==> config.mk <==
export PLATFORM = sky130hd
export DESIGN_NAME = horizontal_wr_sched
export DESIGN_NICKNAME = d
export VERILOG_FILES = /design/src/rtl/horizontal_pkg.sv /design/src/rtl/horizontal_grp_cnt.sv /design/src/rtl/horizontal_wr_sched.sv
export SDC_FILE = /design/constraint.sdc
export NUM_CORES = 1
export LEC_CHECK = 0
export ABC_AREA = 1
export CORE_UTILIZATION = 53
export CTS_CLUSTER_DIAMETER = 200
export DETAILED_ROUTE_END_ITERATION = 10
export HOLD_SLACK_MARGIN = 0.02
export PLACE_DENSITY = 0.83
export SLEW_MARGIN = 20
export SYNTH_ARGS = -nofsm -noshare
export SYNTH_HDL_FRONTEND = slang
export SYNTH_HIERARCHICAL = 1
export SYNTH_SLANG_ARGS = --single-unit
==> constraint.sdc <==
create_clock -name clk -period 2.8 [get_ports clk]
set_clock_uncertainty 0.1 [all_clocks]
set_input_delay 0.56 -clock clk [delete_from_list [all_inputs] [get_ports clk]]
set_output_delay 0.56 -clock clk [all_outputs]
set_load 0.005 [all_outputs]
==> src/rtl/horizontal_pkg.sv <==
// rtl/horizontal_pkg.sv - shared state encoding and width defaults for the horizontal write scheduler
package horizontal_pkg;

  localparam int DEF_S_WIDTH  = 4;
  localparam int DEF_DCNT_BP4 = 10;
  localparam int DEF_DC_WIDTH = 13;
  localparam int GROUP_LEN    = 2 ** DEF_S_WIDTH;

  typedef enum logic [1:0] {
    ST_IDLE  = 2'd0,
    ST_RUN   = 2'd1,
    ST_PAUSE = 2'd2,
    ST_DONE  = 2'd3
  } sched_state_t;

endpackage

==> src/rtl/horizontal_grp_cnt.sv <==
// rtl/horizontal_grp_cnt.sv - phase counter inside a group plus group index
module horizontal_grp_cnt
  import horizontal_pkg::*;
#(
  parameter int S_WIDTH  = DEF_S_WIDTH,
  parameter int DCNT_BP4 = DEF_DCNT_BP4
) (
  input  logic                clk,
  input  logic                rst_n,
  input  logic                clear,
  input  logic                inc,
  output logic [S_WIDTH-1:0]  phase,
  output logic [DCNT_BP4-1:0] grp_idx,
  output logic                wrap
);

  assign wrap = inc && (phase == {S_WIDTH{1'b1}});

  always_ff @(posedge clk or negedge rst_n) begin
    if (!rst_n) begin
      phase   <= '0;
      grp_idx <= '0;
    end else if (clear) begin
      phase   <= '0;
      grp_idx <= '0;
    end else if (inc) begin
      // phase rolls over to 0 by itself at the end of each group
      phase <= phase + S_WIDTH'(1);
      if (wrap) begin
        grp_idx <= grp_idx + DCNT_BP4'(1);
      end
    end
  end

endmodule

==> src/rtl/horizontal_wr_sched.sv <==
// rtl/horizontal_wr_sched.sv - schedules 16-cycle write groups for the horizontal output datapath
module horizontal_wr_sched
  import horizontal_pkg::*;
#(
  parameter int S_WIDTH  = DEF_S_WIDTH,
  parameter int DCNT_BP4 = DEF_DCNT_BP4,
  parameter int DC_WIDTH = DEF_DC_WIDTH
) (
  input  logic                clk,
  input  logic                rst_n,
  input  logic                start,
  input  logic [DCNT_BP4-1:0] grp_num,
  input  logic                hold,
  output logic                horizontal_en_out,
  output logic [S_WIDTH-1:0]  phase,
  output logic [DC_WIDTH-1:0] rom_waddr,
  output logic                busy,
  output logic                done,
  output logic                err_start
);

  sched_state_t        state;
  sched_state_t        state_nxt;
  logic [DCNT_BP4-1:0] grp_total;
  logic                load_total;
  logic                err_nxt;
  logic                cnt_clear;
  logic                cnt_inc;
  logic                cnt_wrap;
  logic [S_WIDTH-1:0]  cnt_phase;
  logic [DCNT_BP4-1:0] grp_idx;
  logic                last_grp;

  horizontal_grp_cnt #(
    .S_WIDTH  (S_WIDTH),
    .DCNT_BP4 (DCNT_BP4)
  ) u_grp_cnt (
    .clk     (clk),
    .rst_n   (rst_n),
    .clear   (cnt_clear),
    .inc     (cnt_inc),
    .phase   (cnt_phase),
    .grp_idx (grp_idx),
    .wrap    (cnt_wrap)
  );

  assign last_grp = (grp_idx == grp_total - DCNT_BP4'(1));

  always_comb begin
    state_nxt  = state;
    load_total = 1'b0;
    err_nxt    = 1'b0;
    cnt_clear  = 1'b0;
    cnt_inc    = 1'b0;
    case (state)
      ST_IDLE: begin
        if (start) begin
          if (grp_num != '0) begin
            load_total = 1'b1;
            cnt_clear  = 1'b1;
            state_nxt  = ST_RUN;
          end else begin
            err_nxt = 1'b1;
          end
        end
      end
      ST_RUN: begin
        cnt_inc = 1'b1;
        err_nxt = start;
        // frame end wins over a pause request on the last group
        if (cnt_wrap) begin
          if (last_grp) begin
            state_nxt = ST_DONE;
          end else if (hold) begin
            state_nxt = ST_PAUSE;
          end
        end
      end
      ST_PAUSE: begin
        err_nxt = start;
        if (!hold) begin
          state_nxt = ST_RUN;
        end
      end
      ST_DONE: begin
        err_nxt   = start;
        cnt_clear = 1'b1;
        state_nxt = ST_IDLE;
      end
      default: begin
        state_nxt = ST_IDLE;
      end
    endcase
  end

  always_ff @(posedge clk or negedge rst_n) begin
    if (!rst_n) begin
      state     <= ST_IDLE;
      grp_total <= '0;
      err_start <= 1'b0;
    end else begin
      state     <= state_nxt;
      err_start <= err_nxt;
      if (load_total) begin
        grp_total <= grp_num;
      end
    end
  end

  assign horizontal_en_out = (state == ST_RUN);
  assign busy              = (state != ST_IDLE);
  assign done              = (state == ST_DONE);

  always_comb begin
    phase     = '0;
    rom_waddr = '0;
    if (state == ST_RUN) begin
      phase                      = cnt_phase;
      rom_waddr[DCNT_BP4+1:0]    = {grp_idx, cnt_phase[1:0]};
    end
  end

endmodule

# Word-level counts from Yosys, hierarchy flattened
# Index checks and enable logic that the tools add are counted.
[word_totals] reg_bits=27 latch_bits=0 ram_bits=0 mem_bits_ro=0 in_bits=14 output_inout_bits=21 word_cells=49 n_memories=0
[op_classes] add_sub_neg=3 n_mul=0 n_div=0 order_cmp=0 eq_ne=10 n_shift=0 muxes=22 bitwise_logic=0 reduce_logical=9
[op_table] cell="$mux 10" count=3
[op_table] cell="$mux 12" count=1
[op_table] cell="$mux 2" count=6
[op_table] cell="$mux 4" count=3
[op_table] cell="$add 10x1->10 const B" count=1
[op_table] cell="$eq 10x10->1" count=1
[op_table] cell="$reduce_bool 10->1" count=1
[op_table] cell="$sub 10x1->10 const B" count=1
[op_table] cell="$pmux 2 s4" count=1
[op_table] cell="$mux 1" count=6
[op_table] cell="$ne 2x2->1 const B" count=3
[op_table] cell="$reduce_bool 2->1" count=3
[op_table] cell="$reduce_and 5->1" count=1
[op_table] cell="$add 4x1->4 const B" count=1
[op_table] cell="$eq 2x2->1 const B" count=2
[op_table] cell="$eq 4x4->1 const B" count=1
[op_table] cell="$pmux 1 s2" count=2
[op_table] cell="$ne 3x2->1 const B" count=1
[op_table] cell="$reduce_or 3->1" count=1
[op_table] cell="$eq 2x1->1 const B" count=1
[op_table] cell="$logic_not 2->1" count=1
[op_table] cell="$ne 2x1->1 const B" count=1
[op_table] cell="$reduce_and 2->1" count=1
[op_table] cell="$logic_and 1x1->1" count=1

# Longest topological paths before layout
[logic_depth] ltp_word=6 depth_mapped=14 depth_no_buf=14

# Hierarchy
# Netlist, hierarchy kept.
[modules_own_cells] module="horizontal_wr_sched" instances=1 cells_per_inst=185 area_per_inst_um2=1183.6 seq_area_each_um2=325.3
[modules_own_cells] module="horizontal_grp_cnt" instances=1 cells_per_inst=98 area_per_inst_um2=793.3 seq_area_each_um2=350.3

# Least setup slack after synthesis
# OpenSTA, ideal clock, no wires.
[synth_timing] path_kind="register to output" start="register state[1]" end="output port rom_waddr[0]" arrival_time_ns=1.583 path_slack_ns=0.557 stages_incl_launch_ff=8 path_buffers=3 cell_sequence="dfrtp_1 > inv_1 > ha_1 > clkbuf_1 > clkbuf_1 > nand2_1 > inv_1 > buf_4"
[synth_between] elab_chain_cells=2
[synth_lines] item="from (decl)" line_no="horizontal_wr_sched.sv:22" rtl="sched_state_t state;"
[synth_lines] item="from (signal assigned)" line_no="horizontal_wr_sched.sv:102" rtl="state <= state_nxt;"
[synth_lines] item="$eq 2x1->1"
[synth_lines] item="via horizontal_en_out" line_no="horizontal_wr_sched.sv:14" rtl="output logic horizontal_en_out,"
[synth_lines] item="$mux 12" line_no="horizontal_wr_sched.sv:117" rtl="if (state == ST_RUN) begin"
[synth_lines] item="to (decl)" line_no="horizontal_wr_sched.sv:16" rtl="output logic [DC_WIDTH-1:0] rom_waddr,"
# The timed path passes the listed nets, and every way through them passes these cells.

# Worst setup path after layout
[layout_timing] start="register state[1]" end="output port phase[0]"
[layout_between] elab_chain_cells=2
[layout_lines] item="$eq 2x1->1" line_no="horizontal_wr_sched.sv:117"
[layout_lines] item="$mux 4" line_no="horizontal_wr_sched.sv:117"
[layout_lines] item="to (decl)" line_no="horizontal_wr_sched.sv:15" rtl="output logic [S_WIDTH-1:0] phase,"
# Every way passes these cells.

==> results.py <==
metrics = {
    "outcome": {
        "status": "finished, final reports clean",
    },
    "synth": {
        "ys_types": 31,
        "synth-simple-area-share": 0.365,
        "yosys_warnings": 6,
        "synth_xor_area_frac": 0.0310,
        "synth-edff-count": 0,
        "syn_inst": 283,
        "async_flop_share": 1.00,
        "synth_fp_nets": 304,
        "synth-adder-area-share": 0.0443,
        "syn_area_sq_um": 1980,
        "ys_seq_area_frac": 0.342,
        "synth_ff_type": "dfrtp_1",
        "synth_top_family_by_area": "simple AND/OR/NAND/NOR gates",
        "synth_compound_area_frac": 0.0880,
        "ys_ff_latch": 27,
        "syn_avg_cell_area_sq_um": 6.99,
        "synthMuxAreaShare": 0,
    },
    "setup_path": {
        "r2r_end": "state[0]$_DFFE_PN0P_",
        "r2r_slack_ns": 0.60,
        "crit_path_top_delay_cell": "clkdlybuf4s50_1",
        "crit_chain": "inv_1 -> ha_1 -> buf_4 -> nand2_1 -> inv_1 -> clkdlybuf4s50_1",
        "critical_path.max_fanout": 23,
        "cpPeakStageDelay_ns": 0.50,
        "crit_type": "reg -> out",
        "end_kind": "output pin",
        "crit_path_frequent_cell": "inv_1",
        "path_delay_family": "buffers and inverters",
        "start_kind": "register",
        "cp.required_ns": 2.14,
        "arrival_ns": 1.90,
        "crit-reg2reg-launch": "state[1]$_DFFE_PN0P_",
        "worstRegToRegCells": 12,
        "worst-path-buf-inv": 4,
    },
    "place": {
        "post_dp_cell_area_sq_um": 2330,
        "dp_slack_ns": 0.275,
        "dp_hpwl_um": 3230,
        "io_buffers": 33,
        "dp.cells": 357,
        "routabilityCongestion": 0.824,
    },
    "clock_network": {
        "htree_levels": 1,
        "cts_tree": "yes",
        "root_buffer": "clkbuf_8",
        "clkTransAtPathRegs_ns": 0.09,
        "cts_made_buffers": 3,
        "postCtsSetupRepairBufs": 0,
        "cts_buffer_depth": 2,
        "holdBufCountCts": 0,
        "clock_sinks": 27,
        "clkLatencyLatePin_ns": 0.27,
        "cts_resized": 0,
    },
    "sta": {
        "fin_crit_ns": 2.56,
        "fin_crit_sh": 0.914,
        "timing.fmax_ghz": 0.391,
        "worst_slack_ns": 0.242,
        "drv_slew": 0,
        "setup_tns_ns": 0,
        "hold_viol_final": 0,
        "setup_violations": 0,
        "hold_slack_ns": 0.437,
        "rsz0062_at_grt": "no",
    },
    "drt": {
        "drtIter0Drc": 79,
        "maxUsedRoutingLayer": "met4",
        "drtAntennaViolNets": 0,
        "via_count": 1831,
        "wl_met3_um": 203,
        "drc": 0,
        "routed_wl_um": 4250,
        "viasPerCell": 5.07,
        "wl_met2_um": 2020,
        "wl_per_cell_um": 11.8,
        "wirelength_met1_um": 1980,
        "dr.pass1.iters": 5,
    },
    "worst_hold_path": {
        "whs_path_depth": 2,
        "hold_end": "grp_total[9]$_DFFE_PN0P_",
        "min_path_type": "reg -> reg",
        "holdCritStartpoint": "grp_total[9]$_DFFE_PN0P_",
    },
    "cells_and_area": {
        "num-nets-final": 337,
        "stdcell_area_sq_um": 2380,
        "stdcell_count": 361,
        "antennaDiodeCount": 0,
        "final_common_cell": "nand2_1",
        "postLayoutCoreUtil": 0.691,
        "final_cell_mix": "71 x nand2_1, 48 x inv_1, 33 x nor2_1, 33 x clkdlybuf4s50_1, 27 x dfrtp_1",
        "nFillCells": 315,
        "syn2layout_area_growth_pct": 20.4,
        "drive_gt1_frac": 0.114,
    },
    "power": {
        "leakage_nw": 1.29,
        "pwr_density_cell_nw_per_um2": 750,
        "total_power_mw": 1.78,
        "vdd_drop_max_mv": 0.575,
    },
    "global_routing": {
        "grt_pass1_wl_um": 7390,
        "antenna_found_initial": 0,
        "grt-ovfl-total": 0,
        "grt_usage": 0.232,
        "grt_pass1_vias": 1751,
        "grt_max_degree": 28,
    },
    "die": {
        "die_w_um": 63.1,
        "ioPinCount": 35,
        "start_util": 0.574,
        "dieHeight_um": 63.1,
        "coreArea_sq_um": 3440,
        "dieArea_sq_um": 3980,
        "num_rows": 21,
    },
    "flow_run": {
        "drv_cap": 0,
    },
}
[worst min-delay path: stages (launching register included)]
cell	delay, ns
dfrtp_1	0.38
nand2_1	0.06
o21ai_0	0.07
[sequential cells by signal, indices dropped and copies added, names as in the netlist]
name,count
err_start,1
u_grp_cnt/phase,4
state,2
grp_total,10
u_grp_cnt/grp_idx,10
[worst max-delay path by stage]
| stage | from | end | slack (ns) | depth (start not counted) |
|---|---|---|---|---|
| floorplan | state[1]$_DFFE_PN0P_ | rom_waddr[0] | 0.56 | 7 |
| global placement | grp_num[7] | u_grp_cnt/phase[2]$_DFFE_PN0P_ | 0.36 | 8 |
| detailed placement | grp_num[7] | u_grp_cnt/phase[2]$_DFFE_PN0P_ | 0.27 | 8 |
| CTS | state[1]$_DFFE_PN0P_ | phase[0] | 0.22 | 6 |
| global route | state[1]$_DFFE_PN0P_ | rom_waddr[5] | 0.13 | 6 |
| finish | state[1]$_DFFE_PN0P_ | phase[0] | 0.24 | 6 |
[routing by layer]
layer	GRT usage	up-vias
met4	0.0959	0
met2	0.398	47
met5	0	-
met3	0.0272	5
met1	0.293	846
li1	-	933
[area by class of cell]
type,count,area (sq um),share of cell area
clock buffers,3,41.3,0.0174
clock inverters,1,5.00,0.00210
inverters,53,199,0.0836
multi-input cells,195,1050,0.441
flip-flops and latches,27,676,0.284
well taps,46,57.6,0.0242
repair buffers,36,353,0.148
[power by group]
part	internal (mW)	leakage (nW)	total, mW	switching, mW
registers	0.500	0.345	0.613	0.113
logic	0.373	0.919	0.947	0.573
clock network	0.0998	0.0255	0.225	0.125
total	0.973	1.29	1.78	0.812
[synthesized netlist by cell type (2+ instances only)]
library cell  number  area, sq um
nand2_2            3         18.8
nor2_1            33          124
a21oi_2            2         17.5
buf_2              2         10.0
o21ai_0           11         55.1
nand2_4            3         33.8
nor2_2             5         31.3
a21oi_1           14         70.1
o21ai_2            2         17.5
nor4_1             2         12.5
nand2_1           71          267
dfrtp_1           27          676
nand3_1           12         60.1
nand4_1            7         43.8
inv_2              5         18.8
ha_1               7         87.6
nand3b_1           3         22.5
inv_1             48          180
clkbuf_1           2         7.51
buf_4              3         22.5
nor2_4             3         33.8
nand3_2            4         40.0
xor2_1             6         52.6
[kinds of logic (layout without fill, tap and decap cells)]
logic type / Yosys count / in the layout
buffers and inverters: 61 / 93
adders and majority gates: 7 / 7
other: 1 / 1
xor gates and xnor gates: 7 / 7
AOI/OAI and AO/OA: 31 / 31
DFF: 27 / 27
and+or+nand+nor: 149 / 149
No activity file was read; power rests on OpenSTA's default activity.
